==> config.mk <==
export PLATFORM = sky130hd
export DESIGN_NAME = wshb_frame_reader
export DESIGN_NICKNAME = d
export VERILOG_FILES = /design/src/rtl/wshb_frame_reader.sv
export SDC_FILE = /design/constraint.sdc
export NUM_CORES = 1
export LEC_CHECK = 0
export CAP_MARGIN = 20
export CORE_ASPECT_RATIO = 2
export CORE_UTILIZATION = 55
export DETAILED_ROUTE_END_ITERATION = 6
export GPL_ROUTABILITY_DRIVEN = 0
export GPL_TIMING_DRIVEN = 0
export PLACE_DENSITY = 0.74
export SETUP_SLACK_MARGIN = 0.02
export SYNTH_ARGS = -nofsm -noshare
export SYNTH_HDL_FRONTEND = slang
export SYNTH_SLANG_ARGS = --single-unit
==> constraint.sdc <==
create_clock -name sys_clk -period 3 [get_ports sys_clk]
set_input_delay 0.6 -clock sys_clk [delete_from_list [all_inputs] [get_ports sys_clk]]
set_output_delay 0.6 -clock sys_clk [all_outputs]
set_load 0.01 [all_outputs]
==> src/rtl/wshb_frame_reader.sv <==
// Wishbone classic-cycle master that fetches a linear framebuffer, one 32-bit
// word per pixel, and streams it out through a small FIFO on a valid/ready port.
module wshb_frame_reader #(
    parameter int unsigned HDISP      = 800,
    parameter int unsigned VDISP      = 480,
    parameter logic [31:0] BASE_ADDR  = 32'h0,
    parameter int unsigned FIFO_DEPTH = 64
) (
    input  logic        sys_clk,
    input  logic        sys_rst,
    input  logic        enable,
    // Wishbone master
    output logic        wb_cyc,
    output logic        wb_stb,
    output logic        wb_we,
    output logic [31:0] wb_adr,
    output logic [3:0]  wb_sel,
    output logic [2:0]  wb_cti,
    output logic [1:0]  wb_bte,
    input  logic [31:0] wb_dat_sm,
    input  logic        wb_ack,
    input  logic        wb_err,
    input  logic        wb_rty,
    // Pixel stream
    output logic [23:0] pix_data,
    output logic        pix_sof,
    output logic        pix_valid,
    input  logic        pix_ready,
    // Status
    output logic        frame_done,
    output logic [7:0]  err_count
);

    localparam int unsigned NPIX  = HDISP * VDISP;
    localparam int unsigned IDX_W = (NPIX > 1) ? $clog2(NPIX) : 1;
    localparam int unsigned AW    = $clog2(FIFO_DEPTH);
    localparam int unsigned CNT_W = AW + 1;

    localparam logic [IDX_W-1:0] LAST_IDX    = IDX_W'(NPIX - 1);
    localparam logic [CNT_W-1:0] FETCH_LIMIT = CNT_W'(FIFO_DEPTH - 1);

    typedef enum logic [0:0] {
        S_IDLE  = 1'b0,
        S_FETCH = 1'b1
    } state_t;

    typedef struct packed {
        logic        sof;
        logic [23:0] rgb;
    } fifo_entry_t;

    state_t             r_state;
    state_t             w_state_next;
    logic [IDX_W-1:0]   r_pix_idx;
    logic [7:0]         r_err_count;
    logic               r_frame_done;

    fifo_entry_t        r_mem [FIFO_DEPTH];
    logic [AW-1:0]      r_wr_ptr;
    logic [AW-1:0]      r_rd_ptr;
    logic [CNT_W-1:0]   r_count;

    logic               w_bus_req;
    logic               w_accept;
    logic               w_last_idx;
    logic               w_last_accept;
    logic               w_push;
    logic               w_pop;
    fifo_entry_t        w_head;
    logic               w_unused;

    // Requests stop one entry short of full so that an ack can always be stored.
    assign w_bus_req     = (r_state == S_FETCH) && (r_count < FETCH_LIMIT);
    assign w_accept      = w_bus_req && wb_ack && !wb_err && !wb_rty;
    assign w_last_idx    = (r_pix_idx == LAST_IDX);
    assign w_last_accept = w_accept && w_last_idx;

    assign wb_cyc = w_bus_req;
    assign wb_stb = w_bus_req;
    assign wb_we  = 1'b0;
    assign wb_sel = 4'hF;
    assign wb_cti = 3'b000;
    assign wb_bte = 2'b00;
    assign wb_adr = BASE_ADDR + (32'(r_pix_idx) << 2);

    assign w_unused = ^wb_dat_sm[31:24];

    // ------------------------------------------------------------------
    // Frame sequencing
    // ------------------------------------------------------------------
    // NOTE: sequential state is updated with <= so every register samples the
    // pre-edge values of its inputs, independent of block ordering.
    always_ff @(posedge sys_clk or posedge sys_rst) begin
        if (sys_rst) begin
            r_state <= S_IDLE;
        end else begin
            r_state <= w_state_next;
        end
    end

    // NOTE: every signal written here gets a default first, so no path leaves
    // it unassigned and no latch is inferred.
    always_comb begin
        w_state_next = r_state;
        case (r_state)
            S_IDLE: begin
                if (enable) begin
                    w_state_next = S_FETCH;
                end
            end
            S_FETCH: begin
                if (w_last_accept && !enable) begin
                    w_state_next = S_IDLE;
                end
            end
            default: w_state_next = S_IDLE;
        endcase
    end

    // pix_idx is already zero whenever the FSM sits in IDLE.
    always_ff @(posedge sys_clk or posedge sys_rst) begin
        if (sys_rst) begin
            r_pix_idx    <= '0;
            r_frame_done <= 1'b0;
        end else begin
            r_frame_done <= w_last_accept;
            if (w_accept) begin
                r_pix_idx <= w_last_idx ? '0 : r_pix_idx + 1'b1;
            end
        end
    end

    always_ff @(posedge sys_clk or posedge sys_rst) begin
        if (sys_rst) begin
            r_err_count <= 8'd0;
        end else if (w_bus_req && wb_err && (r_err_count != 8'hFF)) begin
            r_err_count <= r_err_count + 8'd1;
        end
    end

    assign frame_done = r_frame_done;
    assign err_count  = r_err_count;

    // ------------------------------------------------------------------
    // Pixel FIFO
    // ------------------------------------------------------------------
    assign w_push = w_accept;
    assign w_pop  = pix_valid && pix_ready;

    // NOTE: the storage array has no reset; only pointers and count do, and
    // pix_valid masks whatever the array holds after reset.
    always_ff @(posedge sys_clk) begin
        if (w_push) begin
            r_mem[r_wr_ptr] <= '{sof: (r_pix_idx == '0), rgb: wb_dat_sm[23:0]};
        end
    end

    always_ff @(posedge sys_clk or posedge sys_rst) begin
        if (sys_rst) begin
            r_wr_ptr <= '0;
            r_rd_ptr <= '0;
            r_count  <= '0;
        end else begin
            if (w_push) begin
                r_wr_ptr <= r_wr_ptr + 1'b1;
            end
            if (w_pop) begin
                r_rd_ptr <= r_rd_ptr + 1'b1;
            end
            case ({w_push, w_pop})
                2'b10:   r_count <= r_count + 1'b1;
                2'b01:   r_count <= r_count - 1'b1;
                default: r_count <= r_count;
            endcase
        end
    end

    // The head slot is never rewritten while occupied, so the stream holds
    // steady under backpressure.
    assign w_head    = r_mem[r_rd_ptr];
    assign pix_valid = (r_count != '0);
    assign pix_data  = w_head.rgb;
    assign pix_sof   = w_head.sof;

endmodule

Yosys cells after proc, flatten, opt, wreduce, memory -nomap -nowiden
Memories as Yosys holds them, arrays and structs flattened.
Cells that the tools add are included.

storage, ports and cells
  memories kept = 1
  bits in writable memories = 1,600
  register bits after elaboration = 48

operators by class
  $lt $le $gt $ge = 1
  mux-type cells = 7
  bitwise operators = 1
  add/sub/neg operators = 6
  reductions and logical operators = 15
  eq/ne operators = 4

memories
  memory  words  width  rd ports  clocked after memory_dff  write ports  RTL line  RTL
  r_mem   64     25     1         0                         1            58        fifo_entry_t r_mem [FIFO_DEPTH];

operator list
  kind                     number
  $add A19 B1 Y19 const B  1
  $eq A19 B19 Y1 const B   1
  $logic_not A19 Y1        1
  $mux W19                 1
  $pmux W7 S2              1
  $add A6 B1 Y6 const B    2
  $logic_and A1 B1 Y1      9
  $add A8 B1 Y8 const B    1
  $ne A8 B8 Y1 const B     1
  $add A7 B1 Y7 const B    1
  $lt A7 B6 Y1 const B     1
  $reduce_bool A7 Y1       1
  $sub A7 B1 Y7 const B    1
  $mux W1                  4
  $logic_not A1 Y1         3
  $eq A2 B1 Y1 const B     1
  $eq A2 B2 Y1 const B     1
  $pmux W1 S2              1
  $reduce_bool A2 Y1       1
  $not A1 Y1               1

Depth between registers and ports, before layout
Gate-level depths: netlist of run 1.

  depth after elaboration = 9
  gate-level depth with buffers = 12

Worst setup path after synthesis of run 1
OpenSTA, ideal clock, no wires.

  path kind = input-to-reg
  start point = input port wb_err
  end point = memory r_mem[62][0] (netlist bit) (enable)
  arrival = 2,931 ps
  buffers on the path = 2
  cell stages on the path = 6
  data required time = 2,593 ps
  setup slack = -338 ps
  cells stage by stage = nor3b_1 > o211a_1 > clkbuf_1 > buf_1 > nand4b_1 > nor2_1

between the ends
  word-level cells in the longest chain between the ends = 5

RTL lines
  what                              RTL line  RTL
  from (decl)                       22        input logic wb_err,
  $logic_not A1 Y1                  74        assign w_accept = w_bus_req && wb_ack && !wb_err && !wb_rty;
  $logic_and A1 B1 Y1 (2 in a row)  74
  $mux W1                           153       if (w_push) begin
  $mux W1 (implied by the code)     154       r_mem[r_wr_ptr] <= '{sof: (r_pix_idx == '0), rgb: wb_dat_sm[23:0]};
  to (decl)                         58

No other way between the ends.

Worst setup path after layout of run 1
  start point = register r_rd_ptr[1]
  end point = output port pix_data[23]

between the ends
  word-level cells in the longest chain between the ends = 1

RTL lines
  what                    RTL line  RTL
  from (decl)             60        logic [AW-1:0] r_rd_ptr;
  from (signal assigned)  168       r_rd_ptr <= r_rd_ptr + 1'b1;
  $mem_v2 Z64 W25         -
  to (decl)               25        output logic [23:0] pix_data,

No other way between the ends.

==> summary.md, run 1 <==
Die
* Core Box Area: 0.115 mm2
* Die Height: 484 um
* # IOs: 118
* width of the die: 243 um
* Die Outline Area: 0.118 mm2
* starting density of the core: 55.6%
* row count: 176

STA
* setup repair after global routing missed its margin: true
* Relative slew margins: 15.0%
* Worst Max-Slew Pin Slew: 1.27 ns
* Final Cycle Share: 145%
* Max Clock Skew: 0.0292 ns
* count of final setup violators: 59
* max-slew violation count: 0
* final worst slack: -1.34 ns
* shortest clock period the worst path allows after layout: 4.34 ns
* final hold vios: 0
* highest clock frequency the design can meet: 230 MHz

GRT
* vias in the first global route: 35800
* pin count of the biggest net entering global routing: 65
* grt total ovfl: 0
* combined global-route utilization of all metal layers: 34.7%
* first-pass GRT wire length: 277000 um
* initial antenna violation count: 12

Critical path
* critical-path cell with the highest stage delay: a22oi_2
* arrival time worst endpoint: 3.74 ns
* cell class contributing the biggest share of worst-path delay: buffers and inverters
* Worst Setup Start Kind: flop
* maximum fanout along the worst path: 10
* worst path cell trace: buf_2 -> buf_4 -> buf_4 -> mux4_2 -> a22oi_2 -> a21oi_2 -> a22o_1 -> buf_2
* critical path endpoint category: output pin
* timing startpoint of the critical path: r_rd_ptr[1]$_DFFE_PP0P_
* delay of the slowest cell on the worst path: 0.58 ns
* worst reg-to-reg setup slack: -0.05 ns
* endpoint required time on the critical path: 2.40 ns
* launching point of the worst reg2reg path: r_count[6]$_DFFE_PP0P_
* WS Path Type: flop to output pin
* critical path buffer and inverter count: 4

Logic synthesis
* main flop type after synthesis: edfxtp_1
* number of enable flip-flop cells after synthesis: 1600
* fraction of the yosys area taken by sequential cells: 77.0%
* Syn Inst Count: 3043
* portion of synthesized cell area occupied by the leading cell type: 75.1%
* YS warnings: 0
* main area contributors after synthesis: edfxtp_1 (75%), mux4_2 (11%), mux2i_1 (4.1%)
* async set-reset flop share out of synthesis: 2.91%
* post-synthesis register bit count: 1648
* most area-hungry cell type in the Yosys netlist: edfxtp_1
* mean area per synthesized cell: 21.0 um2
* mapped cell area: 0.0640 mm2
* number of library cell types mapped by synthesis: 58

Cells and area
* number of fill cells in the layout: 6560
* most common cell after layout, fill and taps aside: edfxtp_1
* share of cells above drive strength 1: 36.5%
* commonest cells after routing, fill and taps aside: edfxtp_1 (1600), mux4_2 (301), mux2i_1 (213), clkbuf_16 (137), buf_4 (120)
* number of nets in the final layout: 3560
* Post-Route Utilization: 67.5%
* area growth from synthesis to layout: 21.6%

Clock network
* number of buffers added by the clock tree synthesis step: 133
* # clock sinks: 1648
* number of buffers on the longest clock path: 3
* Worst-path clk slew: 0.08 ns
* CTS tree: done
* later-pin clock latency in the skew report: 0.79 ns
* Clock Tree Root: clkbuf_16
* number of H-tree levels: 4

Route
* Iter 0 DRT Violations: 5649
* count of antenna-violating nets left after detailed routing: 0
* via density per instance: 7.12
* DR vias: 36500
* total detailed-routing wirelength: 210000 um
* per-cell routed wire length: 40.9 um
* detailed-route DRC error count: 0
* number of detailed-route iterations in the first pass: 6

Place
* count of input and output buffers: 86
* half-perimeter wire length of the detailed placement result: 123000 um
* Worst Setup Slack post-DPL: -2.10 ns

Min path
* type of the worst min-delay path: primary input to asynchronous set/reset pin

Power and ir drop
* peak supply drop: 0.000660 V
* total power divided by cell area: 931 mW/mm2
* LEAKAGE: 0.0250 uW

Run
* Max Cap Violations: 0

Run status
* failing checks: negative setup slack
* outcome: finished with violations

## stage by stage
step | instances | hold WS (ns) | setup TNS [ns] | area (um2) | power [uW]
2_1_floorplan | 3064 | 0.465 | -79.56 | 64100 | 37800
3_3_place_gp | 4663 | 0.487 | -3935.49 | 66900 | 45800
3_5_place_dp | 4752 | 0.490 | -1574.59 | 68700 | 46600
4_1_cts | 5076 | 0.100 | -40.33 | 76600 | 69000
5_1_grt | 5126 | 0.149 | -26.38 | 77800 | 73200
6_report | 5130 | 0.134 | -25.97 | 77800 | 72400
## per-layer routing
layer | wire length [um] | global-route usage, % | vias up
met5 | 66 | 0.249 | -
met1 | 59800 | 36.6 | 18500
met3 | 23900 | 9.14 | 990
met4 | 25100 | 31.0 | 10
li1 | - | - | 13600
met2 | 101000 | 57.0 | 3381
## state kept, by name (all words and copies together) (netlist names)
register and count:
r_count 7, r_wr_ptr 6, r_mem 1600, r_pix_idx 19, r_rd_ptr 6, err_count 8, frame_done 1, r_state 1
## Yosys cell counts, drive strengths merged, types with 2 or more instances
| cell type | number |
|---|---|
| a21o | 2 |
| a221oi | 6 |
| nor2b | 5 |
| nand4 | 9 |
| or3b | 4 |
| a22o | 4 |
| nand2b | 3 |
| a21oi | 31 |
| nand4b | 2 |
| o21ai | 12 |
| and3 | 7 |
| xor2 | 12 |
| edfxtp | 1600 |
| nand3 | 23 |
| nor2 | 82 |
| o22ai | 79 |
| a21boi | 6 |
| or2 | 2 |
| nand3b | 7 |
| nor4 | 10 |
| and4 | 23 |
| mux4 | 301 |
| or3 | 3 |
| a211o | 18 |
| mux2 | 25 |
| xnor2 | 18 |
| a211oi | 56 |
| dfrtp | 48 |
| nor3b | 3 |
| o21a | 3 |
| clkbuf | 69 |
| mux2i | 259 |
| nand2 | 66 |
| conb | 2 |
| o221ai | 26 |
| ha | 11 |
| inv | 10 |
| a22oi | 37 |
| o31ai | 18 |
| and2 | 2 |
| nor3 | 6 |
| buf | 123 |
## layout make-up
cell class | count | area [um2] | area share (%)
buffer | 186 | 1990 | 2.55
timing repair buffer | 296 | 3740 | 4.81
multi-input combinational | 1234 | 16500 | 21.2
sequential | 1648 | 49200 | 63.3
clock inverter | 75 | 811 | 1.04
inverter | 10 | 43.8 | 0.0563
clock buffer | 163 | 3520 | 4.53
tap | 1513 | 1890 | 2.43
antenna | 5 | 12.5 | 0.0161
## path summary, 6_finish.rpt
path / cells after the start / to
worst max-delay path: 8 / pix_data[23]
worst min-delay path: 2 / r_count[3]$_DFFE_PP0P_
worst max register to register: 9 / r_mem[54][11]$_DFFE_PP_
worst min register to register: 1 / err_count[5]$_DFFE_PP0P_
max in group asynchronous: 3 / r_rd_ptr[2]$_DFFE_PP0P_
min in group sys_clk: 1 / r_mem[20][22]$_DFFE_PP_
## report_power, final
part / internal, uW / leakage [uW] / switching [uW] / total (uW)
clock: 9730 / 0.00210 / 8310 / 18000
combinational: 12200 / 0.00791 / 16400 / 28600
sequential: 25400 / 0.0150 / 286 / 25700
total: 47400 / 0.0250 / 25000 / 72400
## repair_timing
action,in CTS,in global routing
hold buffers,0,0
resized for setup,673,191
pin swaps,121,56
setup buffers,68,46
endpoints found under the hold margin,0,0
setup endpoints to repair,1273,690
cloned,23,3
## cells by family (layout without fill, tap and decap cells)
family | count (synthesis) | in the layout | share of synthesized area [%]
DFF | 1648 | 1648 | 77.0
muxes | 585 | 585 | 15.1
AOI/OAI and AO/OA | 306 | 306 | 3.40
and+or+nand+nor | 258 | 278 | 2.03
buffers and inverters | 202 | 730 | 1.84
xor gates and xnor gates | 30 | 30 | 0.411
adders and majority gates | 12 | 12 | 0.246
other | 2 | 28 | 0.0117
(Power assumes the default switching activity.)
==> run 2, diff against run 1 <==
--- a/config.mk
+++ b/config.mk
@@ -5,6 +5,7 @@
 export SDC_FILE = /design/constraint.sdc
 export NUM_CORES = 1
 export LEC_CHECK = 0
+export ABC_CLOCK_PERIOD_IN_PS = 3000
 export CAP_MARGIN = 20
 export CORE_ASPECT_RATIO = 2
 export CORE_UTILIZATION = 55
==> results of run 2 <==
Same layout as run 1: the final DEF is identical, and so are final timing and power.
